===== config.mk =====
export PLATFORM = sky130hd
export DESIGN_NAME = spi_sbus_mc_flat
export DESIGN_NICKNAME = d
export VERILOG_FILES = /design/src/rtl/spi_mc_pkg.sv /design/src/rtl/spi_sbus_mc_if.sv /design/src/rtl/spi_mc_clkgen.sv /design/src/rtl/spi_sbus_mc.sv /design/src/flat_wrapper.sv
export SDC_FILE = /design/constraint.sdc
export NUM_CORES = 1
export LEC_CHECK = 0
export BUFFER_PORTS_ARGS = -buffer_cell sky130_fd_sc_hd__buf_2
export CORE_ASPECT_RATIO = 1.4
export CORE_UTILIZATION = 40
export DETAILED_ROUTE_END_ITERATION = 10
export SETUP_SLACK_MARGIN = 0.3
export SLEW_MARGIN = 20
export SYNTH_ARGS = -nofsm -noshare
export SYNTH_HDL_FRONTEND = slang
export SYNTH_SLANG_ARGS = --single-unit

===== constraint.sdc =====
create_clock -name BUS_CLK -period 8.9 [get_ports BUS_CLK]
set_input_delay 1.78 -clock BUS_CLK [delete_from_list [all_inputs] [get_ports BUS_CLK]]
set_output_delay 1.78 -clock BUS_CLK [all_outputs]
set_load 0.005 [all_outputs]

===== src/rtl/spi_mc_pkg.sv =====
// Shared constants, register map and FSM states
// for the multi-channel SPI master.
package spi_mc_pkg;

    localparam int REG_RST    = 0;
    localparam int REG_START  = 1;
    localparam int REG_SIZE   = 2;
    localparam int REG_CONF   = 4;
    localparam int REG_CS     = 5;
    localparam int REG_DIV    = 6;
    localparam int MEM_OFFSET = 16;

    localparam logic [7:0] VERSION = 8'h01;

    typedef enum logic [2:0] {
        ST_IDLE,
        ST_SETUP,
        ST_SHIFT,
        ST_HOLD,
        ST_LOAD
    } state_t;

    // Bit position inside a byte for transfer bit k
    function automatic logic [2:0] bit_pos(
        input logic [2:0] k,
        input logic       lsb
    );
        return lsb ? k : 3'd7 - k;
    endfunction

endpackage


===== src/rtl/spi_sbus_mc_if.sv =====
// Simple-bus register/memory port of the SPI master.
// The bus master drives address, data and strobes.
interface spi_sbus_mc_if #(
    parameter int ABUSWIDTH = 16
);

    logic [ABUSWIDTH-1:0] BUS_ADD;
    logic [7:0]           BUS_DATA_IN;
    logic [7:0]           BUS_DATA_OUT;
    logic                 BUS_RD;
    logic                 BUS_WR;

    modport master (
        output BUS_ADD,
        output BUS_DATA_IN,
        output BUS_RD,
        output BUS_WR,
        input  BUS_DATA_OUT
    );

    modport slave (
        input  BUS_ADD,
        input  BUS_DATA_IN,
        input  BUS_RD,
        input  BUS_WR,
        output BUS_DATA_OUT
    );

endinterface


===== src/rtl/spi_mc_clkgen.sv =====
// Half-period tick generator: one tick every
// i_div+1 enabled cycles, restarted by i_clr.
module spi_mc_clkgen
    import spi_mc_pkg::*;
#(
    parameter int DIV_W = 16
) (
    input  logic             i_clk,
    input  logic             i_rst_n,
    input  logic             i_en,
    input  logic             i_clr,
    input  logic [DIV_W-1:0] i_div,
    output logic             o_tick
);

    logic [DIV_W-1:0] r_cnt;

    assign o_tick = i_en && (r_cnt == i_div);

    always_ff @(posedge i_clk) begin
        if (!i_rst_n || i_clr) begin
            r_cnt <= '0;
        end else if (i_en) begin
            r_cnt <= o_tick ? '0 : r_cnt + 1'b1;
        end
    end

endmodule


===== src/rtl/spi_sbus_mc.sv =====
// Multi-channel SPI master: register file, FSM,
// shift/sample datapath and TX/RX byte memories.
module spi_sbus_mc
    import spi_mc_pkg::*;
#(
    parameter int ABUSWIDTH = 16,
    parameter int MEM_BYTES = 4,
    parameter int N_CS      = 4,
    parameter int DIV_W     = 16
) (
    input  logic            BUS_CLK,
    input  logic            BUS_RST_N,
    spi_sbus_mc_if.slave    bus,
    output logic            SCLK,
    output logic            SDI,
    input  logic            SDO,
    input  logic            EXT_START,
    output logic [N_CS-1:0] SEN,
    output logic            SLD
);

    localparam int NB = MEM_BYTES * 8;
    localparam int AW = (MEM_BYTES > 1) ? $clog2(MEM_BYTES) : 1;

    typedef logic [ABUSWIDTH-1:0] addr_t;

    state_t           r_state;
    state_t           w_state_nx;
    logic [15:0]      r_size;
    logic [3:0]       r_conf;
    logic [7:0]       r_cs;
    logic [DIV_W-1:0] r_div;
    logic             r_done;
    logic             r_act;
    logic             r_sdi;
    logic [16:0]      r_hcnt;
    logic [7:0]       r_rdata;
    logic [7:0]       r_tx [MEM_BYTES];
    logic [7:0]       r_rx [MEM_BYTES];

    logic        w_cpha;
    logic        w_cpol;
    logic        w_lsb;
    logic        w_idle;
    logic        w_tick;
    logic        w_wr_rst;
    logic        w_req;
    logic        w_accept;
    logic        w_cfg_we;
    logic        w_in_tx;
    logic        w_in_rx;
    logic [AW-1:0] w_tidx;
    logic [AW-1:0] w_ridx;
    logic [15:0] w_len;
    logic [16:0] w_last;
    logic [15:0] w_tk;
    logic [15:0] w_tk1;
    logic [15:0] w_lk;
    logic        w_lead;
    logic        w_trail;
    logic        w_drv;
    logic [15:0] w_dk;
    logic        w_smp;
    logic [15:0] w_sk;
    logic        w_tx_bit;
    logic        w_sen_on;
    logic [7:0]  w_rd;

    assign w_cpha = r_conf[0];
    assign w_cpol = r_conf[1];
    assign w_lsb  = r_conf[2];
    assign w_idle = (r_state == ST_IDLE);

    assign w_wr_rst = bus.BUS_WR && (bus.BUS_ADD == addr_t'(REG_RST));
    assign w_req    = (bus.BUS_WR && (bus.BUS_ADD == addr_t'(REG_START)))
                   || (EXT_START && r_conf[3]);
    assign w_accept = w_idle && w_req && (r_size != 16'd0) && !w_wr_rst;
    assign w_cfg_we = bus.BUS_WR && w_idle;

    assign w_in_tx = (bus.BUS_ADD >= addr_t'(MEM_OFFSET))
                  && (bus.BUS_ADD <  addr_t'(MEM_OFFSET + MEM_BYTES));
    assign w_in_rx = (bus.BUS_ADD >= addr_t'(MEM_OFFSET + MEM_BYTES))
                  && (bus.BUS_ADD <  addr_t'(MEM_OFFSET + 2 * MEM_BYTES));
    assign w_tidx  = AW'(bus.BUS_ADD - addr_t'(MEM_OFFSET));
    assign w_ridx  = AW'(bus.BUS_ADD - addr_t'(MEM_OFFSET + MEM_BYTES));

    assign w_len  = (r_size > 16'(NB)) ? 16'(NB) : r_size;
    assign w_last = {w_len, 1'b0} - 17'd1;
    assign w_tk   = r_hcnt[16:1];
    assign w_tk1  = w_tk + 16'd1;

    spi_mc_clkgen #(
        .DIV_W (DIV_W)
    ) u_clkgen (
        .i_clk   (BUS_CLK),
        .i_rst_n (BUS_RST_N),
        .i_en    (!w_idle),
        .i_clr   (w_accept),
        .i_div   (r_div),
        .o_tick  (w_tick)
    );

    always_ff @(posedge BUS_CLK) begin
        if (!BUS_RST_N) begin
            r_state <= ST_IDLE;
        end else begin
            r_state <= w_state_nx;
        end
    end

    // Each SHIFT tick is a trailing edge (even count) or a leading edge (odd)
    always_comb begin
        w_state_nx = r_state;
        w_lead     = 1'b0;
        w_trail    = 1'b0;
        w_lk       = '0;
        w_drv      = 1'b0;
        w_dk       = '0;
        w_smp      = 1'b0;
        w_sk       = '0;
        if (w_wr_rst) begin
            w_state_nx = ST_IDLE;
        end else begin
            unique case (r_state)
                ST_IDLE: begin
                    if (w_accept) w_state_nx = ST_SETUP;
                end
                ST_SETUP: begin
                    if (w_tick) begin
                        w_state_nx = ST_SHIFT;
                        w_lead     = 1'b1;
                    end
                end
                ST_SHIFT: begin
                    if (w_tick) begin
                        if (r_hcnt == w_last) begin
                            w_state_nx = ST_HOLD;
                        end else if (!r_hcnt[0]) begin
                            w_trail = 1'b1;
                        end else begin
                            w_lead = 1'b1;
                            w_lk   = w_tk1;
                        end
                    end
                end
                ST_HOLD: begin
                    if (w_tick) w_state_nx = ST_LOAD;
                end
                ST_LOAD: begin
                    if (w_tick) w_state_nx = ST_IDLE;
                end
                default: w_state_nx = ST_IDLE;
            endcase
        end
        if (w_accept && !w_cpha) begin
            w_drv = 1'b1;
        end
        if (w_lead) begin
            if (w_cpha) begin
                w_drv = 1'b1;
                w_dk  = w_lk;
            end else begin
                w_smp = 1'b1;
                w_sk  = w_lk;
            end
        end
        if (w_trail) begin
            if (w_cpha) begin
                w_smp = 1'b1;
                w_sk  = w_tk;
            end else if (w_tk1 < w_len) begin
                w_drv = 1'b1;
                w_dk  = w_tk1;
            end
        end
    end

    assign w_tx_bit = r_tx[AW'(w_dk >> 3)][bit_pos(w_dk[2:0], w_lsb)];

    always_comb begin
        w_rd = '0;
        if (w_in_tx) begin
            w_rd = r_tx[w_tidx];
        end else if (w_in_rx) begin
            w_rd = r_rx[w_ridx];
        end else begin
            case (bus.BUS_ADD)
                addr_t'(REG_RST):      w_rd = VERSION;
                addr_t'(REG_START):    w_rd = {7'd0, r_done};
                addr_t'(REG_SIZE):     w_rd = r_size[7:0];
                addr_t'(REG_SIZE + 1): w_rd = r_size[15:8];
                addr_t'(REG_CONF):     w_rd = {4'd0, r_conf};
                addr_t'(REG_CS):       w_rd = r_cs;
                addr_t'(REG_DIV):      w_rd = r_div[7:0];
                addr_t'(REG_DIV + 1):  w_rd = 8'(r_div[DIV_W-1:8]);
                default:               w_rd = '0;
            endcase
        end
    end

    always_ff @(posedge BUS_CLK) begin
        if (!BUS_RST_N) begin
            r_size  <= '0;
            r_conf  <= '0;
            r_cs    <= '0;
            r_div   <= '0;
            r_done  <= 1'b1;
            r_act   <= 1'b0;
            r_sdi   <= 1'b0;
            r_hcnt  <= '0;
            r_rdata <= '0;
        end else begin
            if (w_cfg_we) begin
                case (bus.BUS_ADD)
                    addr_t'(REG_SIZE):     r_size[7:0]  <= bus.BUS_DATA_IN;
                    addr_t'(REG_SIZE + 1): r_size[15:8] <= bus.BUS_DATA_IN;
                    addr_t'(REG_CONF):     r_conf       <= bus.BUS_DATA_IN[3:0];
                    addr_t'(REG_CS):       r_cs         <= bus.BUS_DATA_IN;
                    addr_t'(REG_DIV):      r_div[7:0]   <= bus.BUS_DATA_IN;
                    addr_t'(REG_DIV + 1):
                        r_div[DIV_W-1:8] <= bus.BUS_DATA_IN[DIV_W-9:0];
                    default: ;
                endcase
            end
            if (w_wr_rst) begin
                r_done  <= 1'b1;
                r_act   <= 1'b0;
                r_sdi   <= 1'b0;
                r_rdata <= '0;
            end else begin
                if (w_accept) begin
                    r_done <= 1'b0;
                    r_hcnt <= '0;
                    r_act  <= 1'b0;
                end
                if (r_state == ST_SHIFT && w_tick) r_hcnt <= r_hcnt + 17'd1;
                if (w_lead)  r_act <= 1'b1;
                if (w_trail) r_act <= 1'b0;
                if (w_drv)   r_sdi <= w_tx_bit;
                if (r_state == ST_HOLD && w_tick) r_sdi  <= 1'b0;
                if (r_state == ST_LOAD && w_tick) r_done <= 1'b1;
                if (bus.BUS_RD) r_rdata <= w_rd;
            end
        end
    end

    // Memories are deliberately left uninitialised by either reset
    always_ff @(posedge BUS_CLK) begin
        if (w_cfg_we && w_in_tx) begin
            r_tx[w_tidx] <= bus.BUS_DATA_IN;
        end
        if (w_smp) begin
            r_rx[AW'(w_sk >> 3)][bit_pos(w_sk[2:0], w_lsb)] <= SDO;
        end
    end

    assign w_sen_on = (r_state == ST_SETUP)
                   || (r_state == ST_SHIFT)
                   || (r_state == ST_HOLD);

    always_comb begin
        SEN = '0;
        for (int i = 0; i < N_CS; i++) begin
            SEN[i] = w_sen_on && (r_cs == 8'(i));
        end
    end

    assign SCLK             = r_act ^ w_cpol;
    assign SDI              = r_sdi;
    assign SLD              = (r_state == ST_LOAD);
    assign bus.BUS_DATA_OUT = r_rdata;

endmodule


===== src/flat_wrapper.sv =====
// flat-port wrapper written by rule: the top's interface ports become plain ports
module spi_sbus_mc_flat import spi_mc_pkg::*;
#(
    parameter int ABUSWIDTH = 16,
    parameter int MEM_BYTES = 4,
    parameter int N_CS      = 4,
    parameter int DIV_W     = 16
)
  (BUS_CLK, BUS_RST_N, SCLK, SDI, SDO, EXT_START, SEN, SLD, bus_BUS_ADD, bus_BUS_DATA_IN, bus_BUS_RD, bus_BUS_WR, bus_BUS_DATA_OUT);
  spi_sbus_mc_if #(.ABUSWIDTH(ABUSWIDTH)) bus_i ();
  input  logic BUS_CLK;
  input  logic BUS_RST_N;
  output logic SCLK;
  output logic SDI;
  input  logic SDO;
  input  logic EXT_START;
  output logic [N_CS-1:0] SEN;
  output logic SLD;
  input wire logic [$bits(bus_i.BUS_ADD)-1:0] bus_BUS_ADD;
  input wire logic [$bits(bus_i.BUS_DATA_IN)-1:0] bus_BUS_DATA_IN;
  input wire logic [$bits(bus_i.BUS_RD)-1:0] bus_BUS_RD;
  input wire logic [$bits(bus_i.BUS_WR)-1:0] bus_BUS_WR;
  output wire logic [$bits(bus_i.BUS_DATA_OUT)-1:0] bus_BUS_DATA_OUT;
  assign bus_i.BUS_ADD = bus_BUS_ADD;
  assign bus_i.BUS_DATA_IN = bus_BUS_DATA_IN;
  assign bus_i.BUS_RD = bus_BUS_RD;
  assign bus_i.BUS_WR = bus_BUS_WR;
  assign bus_BUS_DATA_OUT = bus_i.BUS_DATA_OUT;
  spi_sbus_mc #(.ABUSWIDTH(ABUSWIDTH), .MEM_BYTES(MEM_BYTES), .N_CS(N_CS), .DIV_W(DIV_W)) u_core (.BUS_CLK(BUS_CLK), .BUS_RST_N(BUS_RST_N), .bus(bus_i), .SCLK(SCLK), .SDI(SDI), .SDO(SDO), .EXT_START(EXT_START), .SEN(SEN), .SLD(SLD));
endmodule

# After elaboration in Yosys (flattened, before gate mapping)
# Memories as Yosys holds them, arrays and structs flattened.
# Cells that the tools add are included.
[totals]
reg_bits = 91
mem_bits_rw = 64
input_bits = 30
out_inout_bits = 15
elab_cells = 164
mem_count = 2
[mem_list]
columns = ["name", "depth", "word_bits", "read_ports", "rd_clocked_by_memory_dff", "wr", "line_no", "rtl"]
rows = [
  ["u_core.r_rx", 4, 8, 1, 0, 1, "spi_sbus_mc.sv:39", "logic [7:0] r_rx [MEM_BYTES];"],
  ["u_core.r_tx", 4, 8, 2, 0, 1, "spi_sbus_mc.sv:38", "logic [7:0] r_tx [MEM_BYTES];"],
]
[op_classes]
n_addsub = 8
order_cmp = 9
eq_ne = 22
n_mux = 61
bitwise_logic = 3
n_reduce_logical = 46
[ops]
columns = ["op", "count"]
rows = [
  ["5-bit 2-to-1 mux", 14],
  ["16-bit by 3-bit equality test with 1-bit output, second input constant", 4],
  ["8-bit one-hot mux with 8 select lines", 1],
  ["17-bit 2-to-1 mux", 2],
  ["16-bit by 1-bit adder with 16-bit output, second input constant", 2],
  ["16-bit by 2-bit equality test with 1-bit output, second input constant", 2],
  ["16-bit by 5-bit greater-or-equal comparator with 1-bit output, second input constant", 2],
  ["16-bit by 5-bit less-than comparator with 1-bit output, second input constant", 2],
  ["16-bit 2-to-1 mux", 2],
  ["1-bit 2-to-1 mux", 27],
  ["3-bit 2-to-1 mux", 8],
  ["8-bit 2-to-1 mux", 3],
  ["1-bit logical AND", 20],
  ["17-bit by 1-bit adder with 17-bit output, second input constant", 1],
  ["17-bit equality test", 1],
  ["17-bit by 1-bit subtractor with 17-bit output, second input constant", 1],
  ["16-bit by 1-bit equality test with 1-bit output, second input constant", 1],
  ["16-bit equality test", 1],
  ["8-bit by 2-bit equality test with 1-bit output, second input constant", 2],
  ["16-bit by 6-bit greater-than comparator with 1-bit output, second input constant", 1],
  ["16-bit zero test", 1],
  ["16-bit less-than comparator", 1],
  ["16-bit nonzero test", 1],
  ["3-bit one-hot mux with 5 select lines", 1],
  ["other kinds (24)", 48],
]

# Logic depth before layout (Yosys ltp)
[logic_depth]
ltp_word = 19
ltp_mapped = 18
ltp_nobuf = 16

# Cells and area by module
# Synthesis repeated with hierarchy kept, for this count alone.
[unflattened]
cells_unflattened = 939
area_unflattened_um2 = 8816.0
[modules_own_cells]
columns = ["module", "instances", "cells_per_inst", "area_each_um2", "seq_area_each_um2"]
rows = [
  ["spi_sbus_mc", 1, 832, 7853.8, 3423.3],
  ["spi_mc_clkgen", 1, 107, 962.2, 320.3],
]

# Worst setup path before layout
# No wires, ideal clock.
[synth_path]
kind = "in2reg"
start = "input bus_BUS_ADD[6]"
end = "register u_core.r_hcnt[16]"
t_arrival_ps = 4386
slack_ps = 4443
stages = 12
path_buffers = 2
cell_sequence = "nor4_1 and3_1 clkbuf_1 and4_1 o221ai_1 nor2b_1 nor2b_1 nand3_1 or2_2 clkbuf_1 or3_1 a21oi_1"
[synth_between]
elab_chain_len = 8
word_cells_on_any_way = 12
[synth_lines]
columns = ["item", "line_no", "rtl"]
rows = [
  ["start: declaration", "flat_wrapper.sv:19", "input wire logic [$bits(bus_i.BUS_ADD)-1:0] bus_BUS_ADD;"],
  ["16-bit by 1-bit equality test with 1-bit output", "spi_sbus_mc.sv:75", "assign w_req = (bus.BUS_WR && (bus.BUS_ADD == addr_t'(REG_START)))"],
  ["1-bit logical AND", "spi_sbus_mc.sv:75", ""],
  ["1-bit logical OR", "spi_sbus_mc.sv:76", "|| (EXT_START && r_conf[3]);"],
  ["1-bit logical AND (3 in series)", "spi_sbus_mc.sv:77", "assign w_accept = w_idle && w_req && (r_size != 16'd0) && !w_wr_rst;"],
  ["2-bit nonzero test (no source line)", "n/a", ""],
  ["2-bit AND reduction (no source line) (*)", "n/a", ""],
  ["end signal: assignment", "spi_sbus_mc.sv:236", "if (r_state == ST_SHIFT && w_tick) r_hcnt <= r_hcnt + 17'd1;"],
  ["end: declaration", "spi_sbus_mc.sv:36", "logic [16:0] r_hcnt;"],
]
# Every way passes the cells marked *; elsewhere a longest branch is shown, timed or not.
# A chain may end at the register's enable or synchronous reset.

# Worst setup path after layout
[layout_path]
start = "register u_core.r_size[2]"
end = "memory u_core.r_rx[2][6], enable pin"
[layout_between]
elab_chain_len = 19
word_cells_on_any_way = 32
[layout_lines]
columns = ["item", "line_no", "rtl"]
rows = [
  ["start: declaration", "spi_sbus_mc.sv:29", "logic [15:0] r_size;"],
  ["start signal: assignment", "spi_sbus_mc.sv:215", "addr_t'(REG_SIZE): r_size[7:0] <= bus.BUS_DATA_IN;"],
  ["16-bit by 6-bit greater-than comparator with 1-bit output", "spi_sbus_mc.sv:87", "assign w_len = (r_size > 16'(NB)) ? 16'(NB) : r_size;"],
  ["16-bit 2-to-1 mux (*)", "spi_sbus_mc.sv:87", ""],
  ["17-bit by 1-bit subtractor with 17-bit output (*)", "spi_sbus_mc.sv:88", "assign w_last = {w_len, 1'b0} - 17'd1;"],
  ["17-bit equality test (*)", "spi_sbus_mc.sv:136", "if (r_hcnt == w_last) begin"],
  ["5-bit 2-to-1 mux", "spi_sbus_mc.sv:136", ""],
  ["5-bit 2-to-1 mux", "spi_sbus_mc.sv:135", "if (w_tick) begin"],
  ["5-bit 2-to-1 mux", "spi_sbus_mc.sv:124", "unique case (r_state)"],
  ["5-bit 2-to-1 mux", "spi_sbus_mc.sv:121", "if (w_wr_rst) begin"],
  ["(+3 left out)", "n/a", ""],
  ["5-bit 2-to-1 mux", "spi_sbus_mc.sv:167", "if (w_trail) begin"],
  ["3-bit subtractor", "spi_mc_pkg.sv:28", "return lsb ? k : 3'd7 - k;"],
  ["3-bit 2-to-1 mux", "spi_mc_pkg.sv:28", ""],
  ["3-bit by 4-bit less-than comparator with 1-bit output (implied by the code) or 3-bit by 1-bit greater-or-equal comparator with 1-bit output (tied branches)", "spi_sbus_mc.sv:253", "r_rx[AW'(w_sk >> 3)][bit_pos(w_sk[2:0], w_lsb)] <= SDO;"],
  ["1-bit logical AND (implied by the code)", "spi_sbus_mc.sv:253", ""],
  ["1-bit 2-to-1 mux (implied by the code)", "spi_sbus_mc.sv:253", ""],
  ["1-bit demux with 3-bit select", "n/a", ""],
  ["8-bit 2-to-1 mux (implied by the code)", "spi_sbus_mc.sv:253", ""],
  ["end: declaration", "spi_sbus_mc.sv:39", ""],
]
# Marks and branches as above.

==> impl_metrics.json <==
{
  "outcome": "completed",
  "start_kind": "flip-flop",
  "async_flop_share": 0,
  "dp_hpwl_um": 19440,
  "hold_path_class": "reg -> reg",
  "irDropWorstVdd_v": 0.0001272,
  "cts_buffers": 17,
  "crit_end": "u_core.r_rx[2][6]$_DFFE_PP_",
  "setup_tns_ns": 0,
  "fmax_mhz": 199.7,
  "synth_area_leader_cell": "edfxtp_1",
  "path_class": "reg -> reg",
  "netlist_top_cells_area": "edfxtp_1 (21%), dfxtp_1 (20%), mux2i_1 (5.8%)",
  "finalInstanceArea_um2": 10030,
  "syn-instance-count": 942,
  "vias_per_cell": 5.635,
  "synthDistinctLibCells": 83,
  "io_pins": 45,
  "max_slew_margin": 0.2579,
  "yosys.area_share.adder": 0.02934,
  "min_period_over_period": 0.5626,
  "start_util": 0.4082,
  "clockBufferDepth": 2,
  "clkSinkCount": 155,
  "first_pass_iters": 6,
  "p_leak_nw": 3.629,
  "synth_edf_count": 64,
  "grt_usage": 0.2316,
  "fill_cells": 2179,
  "grt_start_max_net_pins": 51,
  "post_cts_resized": 0,
  "post-route-util": 0.4569,
  "ant_nets": 0,
  "synth_simple_gate_area_share": 0.2329,
  "clk_pin_slew_ns": 0.06,
  "die_w_um": 128.5,
  "rsz0062_at_grt": "false",
  "overflow": 0,
  "die_h_um": 179.1,
  "tightest_slew_ns": 1.113,
  "hold_viol": 0,
  "synthFlopType": "dfxtp_1",
  "reg2reg_from": "u_core.r_size[2]$_SDFFE_PN0P_",
  "cp_max_fo": 9,
  "clock_latency_ns": 0.43,
  "synth-seq-cells": 155,
  "drt_iter0_markers": 542,
  "powerDensity_nw_per_um2": 147.7,
  "finalMaxSlewViolations": 0,
  "fin_skew_ns": 0.006231,
  "synth-seq-area-share": 0.4180,
  "cts_tree": "built",
  "fp-row-count": 64,
  "routed_wirelength_um": 25600,
  "synth_compound_area_frac": 0.1241,
  "final_nets": 1026,
  "root_buffer": "clkbuf_16",
  "syn-cell-area_um2": 8956,
  "syn_area_per_cell_um2": 9.508,
  "holdWs_ns": 0.4696,
  "startpoint": "u_core.r_size[2]$_SDFFE_PN0P_",
  "maxCapViolCount": 0,
  "grt_antenna_before_repair": 0,
  "io_buffers": 44,
  "synthXorXnorAreaFrac": 0.06357,
  "muxShareOfSynthArea": 0.1034,
  "end_kind": "flip-flop",
  "grt_pass1_vias": 6927,
  "critPathRequiredTime_ns": 9.04,
  "cts_setup_buffers": 0,
  "place_congestion": 0.9006,
  "diodes": 0,
  "drive_gt1_frac": 0.1356,
  "grt_pass1_wl_um": 39410,
  "areaGrowthSynthToFinish_pct": 11.95,
  "placed_cell_area_um2": 9458,
  "wl_per_cell_um": 19.92,
  "synth_warnings": 0,
  "post-route-min-period_ns": 5.007,
  "dr_total_vias": 7241,
  "reg2reg_slack_ns": 3.89,
  "synth_top_area_share": 0.2146,
  "cts_hold_buf": 0,
  "r2r-end": "u_core.r_rx[2][6]$_DFFE_PP_",
  "cp.arrival_ns": 5.15,
  "cts-htree-levels": 4,
  "drc": 0,
  "synth_top_family_by_area": "simple AND/OR/NAND/NOR gates",
  "core_um2": 21940,
  "setup-violations-final": 0,
  "die_area_um2": 23000,
  "rr_worst_depth": 13
}
## placed cells by master, fill, tap and decap left out, types with 17 or more instances in the layout
cell and n:
a21oi_1 31, buf_2 44, clkbuf_16 17, dfxtp_1 91, edfxtp_1 64, ha_1 21
mux2i_1 52, mux4_2 17, nand2_1 92, nand3_1 29, nand4_1 19, nor2_1 110
nor2b_1 44, nor3_1 25, o21ai_0 28, xnor2_1 20, xor2_1 45
## final cells by class
class	instances	area [um^2]	share of cell area
Inverter	15	57.56	0.005741
Sequential cell	155	3744	0.3734
Multi-Input combinational cell	733	5002	0.4989
Clock inverter	12	116.4	0.01161
Timing Repair Buffer	53	287.8	0.02870
Clock buffer	20	446.7	0.04455
Tap cell	297	371.6	0.03706
## flip-flops by register name, summed over array words and instances, names as in the netlist
name	flops
u_core.r_hcnt	17
u_core.r_size	16
u_core.r_conf	4
u_core.SDI	1
u_core.r_cs	8
u_core.bus.BUS_DATA_OUT	8
u_core.r_tx	32
u_core.r_rx	32
u_core.r_div	16
u_core.u_clkgen.r_cnt	16
u_core.r_done	1
u_core.r_state	3
u_core.r_act	1
## cells in the mapped netlist, drive strengths merged, types with 8 or more instances
| cell type | n |
|---|---|
| or3 | 9 |
| o21ai | 34 |
| nand3 | 29 |
| nand4 | 19 |
| nor2b | 44 |
| and3 | 11 |
| nor3 | 28 |
| mux2i | 52 |
| a31oi | 12 |
| a21boi | 10 |
| mux4 | 17 |
| nor2 | 111 |
| nand2 | 92 |
| ha | 21 |
| clkbuf | 41 |
| a21oi | 32 |
| xor2 | 45 |
| edfxtp | 64 |
| dfxtp | 91 |
| nor4 | 14 |
| inv | 14 |
| nand2b | 14 |
| xnor2 | 20 |
| a221oi | 8 |
## kinds of logic (layout without fill, tap and decap cells)
group | after synthesis | in the layout
buffers and inverters | 63 | 100
XOR/XNOR | 65 | 65
multiplexers | 71 | 71
AO/OA/AOI/OAI | 155 | 155
adder cells (fa/ha/maj) | 21 | 21
flip-flops | 155 | 155
AND/OR/NAND/NOR | 411 | 411
other | 1 | 10
## metal layers
| metal | GRT usage | share of wire | up-vias |
|---|---|---|---|
| met4 | 0.1025 | 0.035 | 0 |
| met1 | 0.2683 | 0.41 | 3486 |
| met2 | 0.4180 | 0.52 | 209 |
| met5 | 0 | 0 | - |
| met3 | 0.03581 | 0.037 | 50 |
| li1 | - | - | 3496 |
## power by group
group          leakage [nW]  internal, mW  total, mW  switching (mW)
Sequential             1.31         0.739      0.739      0.00000417
Combinational          2.05        0.0179     0.0512          0.0333
Clock                 0.274         0.395      0.691           0.296
## critical path, stage by stage, from the launching register on
cell and delay [ns]:
dfxtp_1 0.57, or4_1 0.25, or2_2 0.24, a21oi_1 0.17, nand2_1 0.16, ha_1 0.28, or4b_1 0.46, or4_1 0.58
mux2i_1 0.20, a221oi_1 0.27, nand4b_2 0.26, nor3b_4 0.27, a32oi_1 0.88, nor2_1 0.13
## through the flow
| step | power [mW] | cells | setup slack [ns] |
|---|---|---|---|
| floorplan | 0.7818 | 951 | 4.443 |
| global placement | 0.8050 | 1253 | 3.780 |
| detailed placement | 0.8050 | 1253 | 3.627 |
| CTS | 1.493 | 1285 | 3.916 |
| global route | 1.523 | 1285 | 3.638 |
| finish | 1.481 | 1285 | 3.893 |
## worst min path at each step
stage	start	end	slack, ns	depth (start not counted)
3_3_place_gp	u_core.bus.BUS_DATA_OUT[7]$_SDFFE_PP0P_	u_core.bus.BUS_DATA_OUT[7]$_SDFFE_PP0P_	0.46	2
2_1_floorplan	u_core.r_done$_SDFFE_PP1P_	u_core.r_done$_SDFFE_PP1P_	0.45	1
5_1_grt	u_core.bus.BUS_DATA_OUT[7]$_SDFFE_PP0P_	u_core.bus.BUS_DATA_OUT[7]$_SDFFE_PP0P_	0.49	2
3_5_place_dp	u_core.bus.BUS_DATA_OUT[7]$_SDFFE_PP0P_	u_core.bus.BUS_DATA_OUT[7]$_SDFFE_PP0P_	0.46	2
4_1_cts	u_core.bus.BUS_DATA_OUT[7]$_SDFFE_PP0P_	u_core.bus.BUS_DATA_OUT[7]$_SDFFE_PP0P_	0.47	2
6_report	u_core.bus.BUS_DATA_OUT[7]$_SDFFE_PP0P_	u_core.bus.BUS_DATA_OUT[7]$_SDFFE_PP0P_	0.47	2
Power figures use the tool's default switching activity.
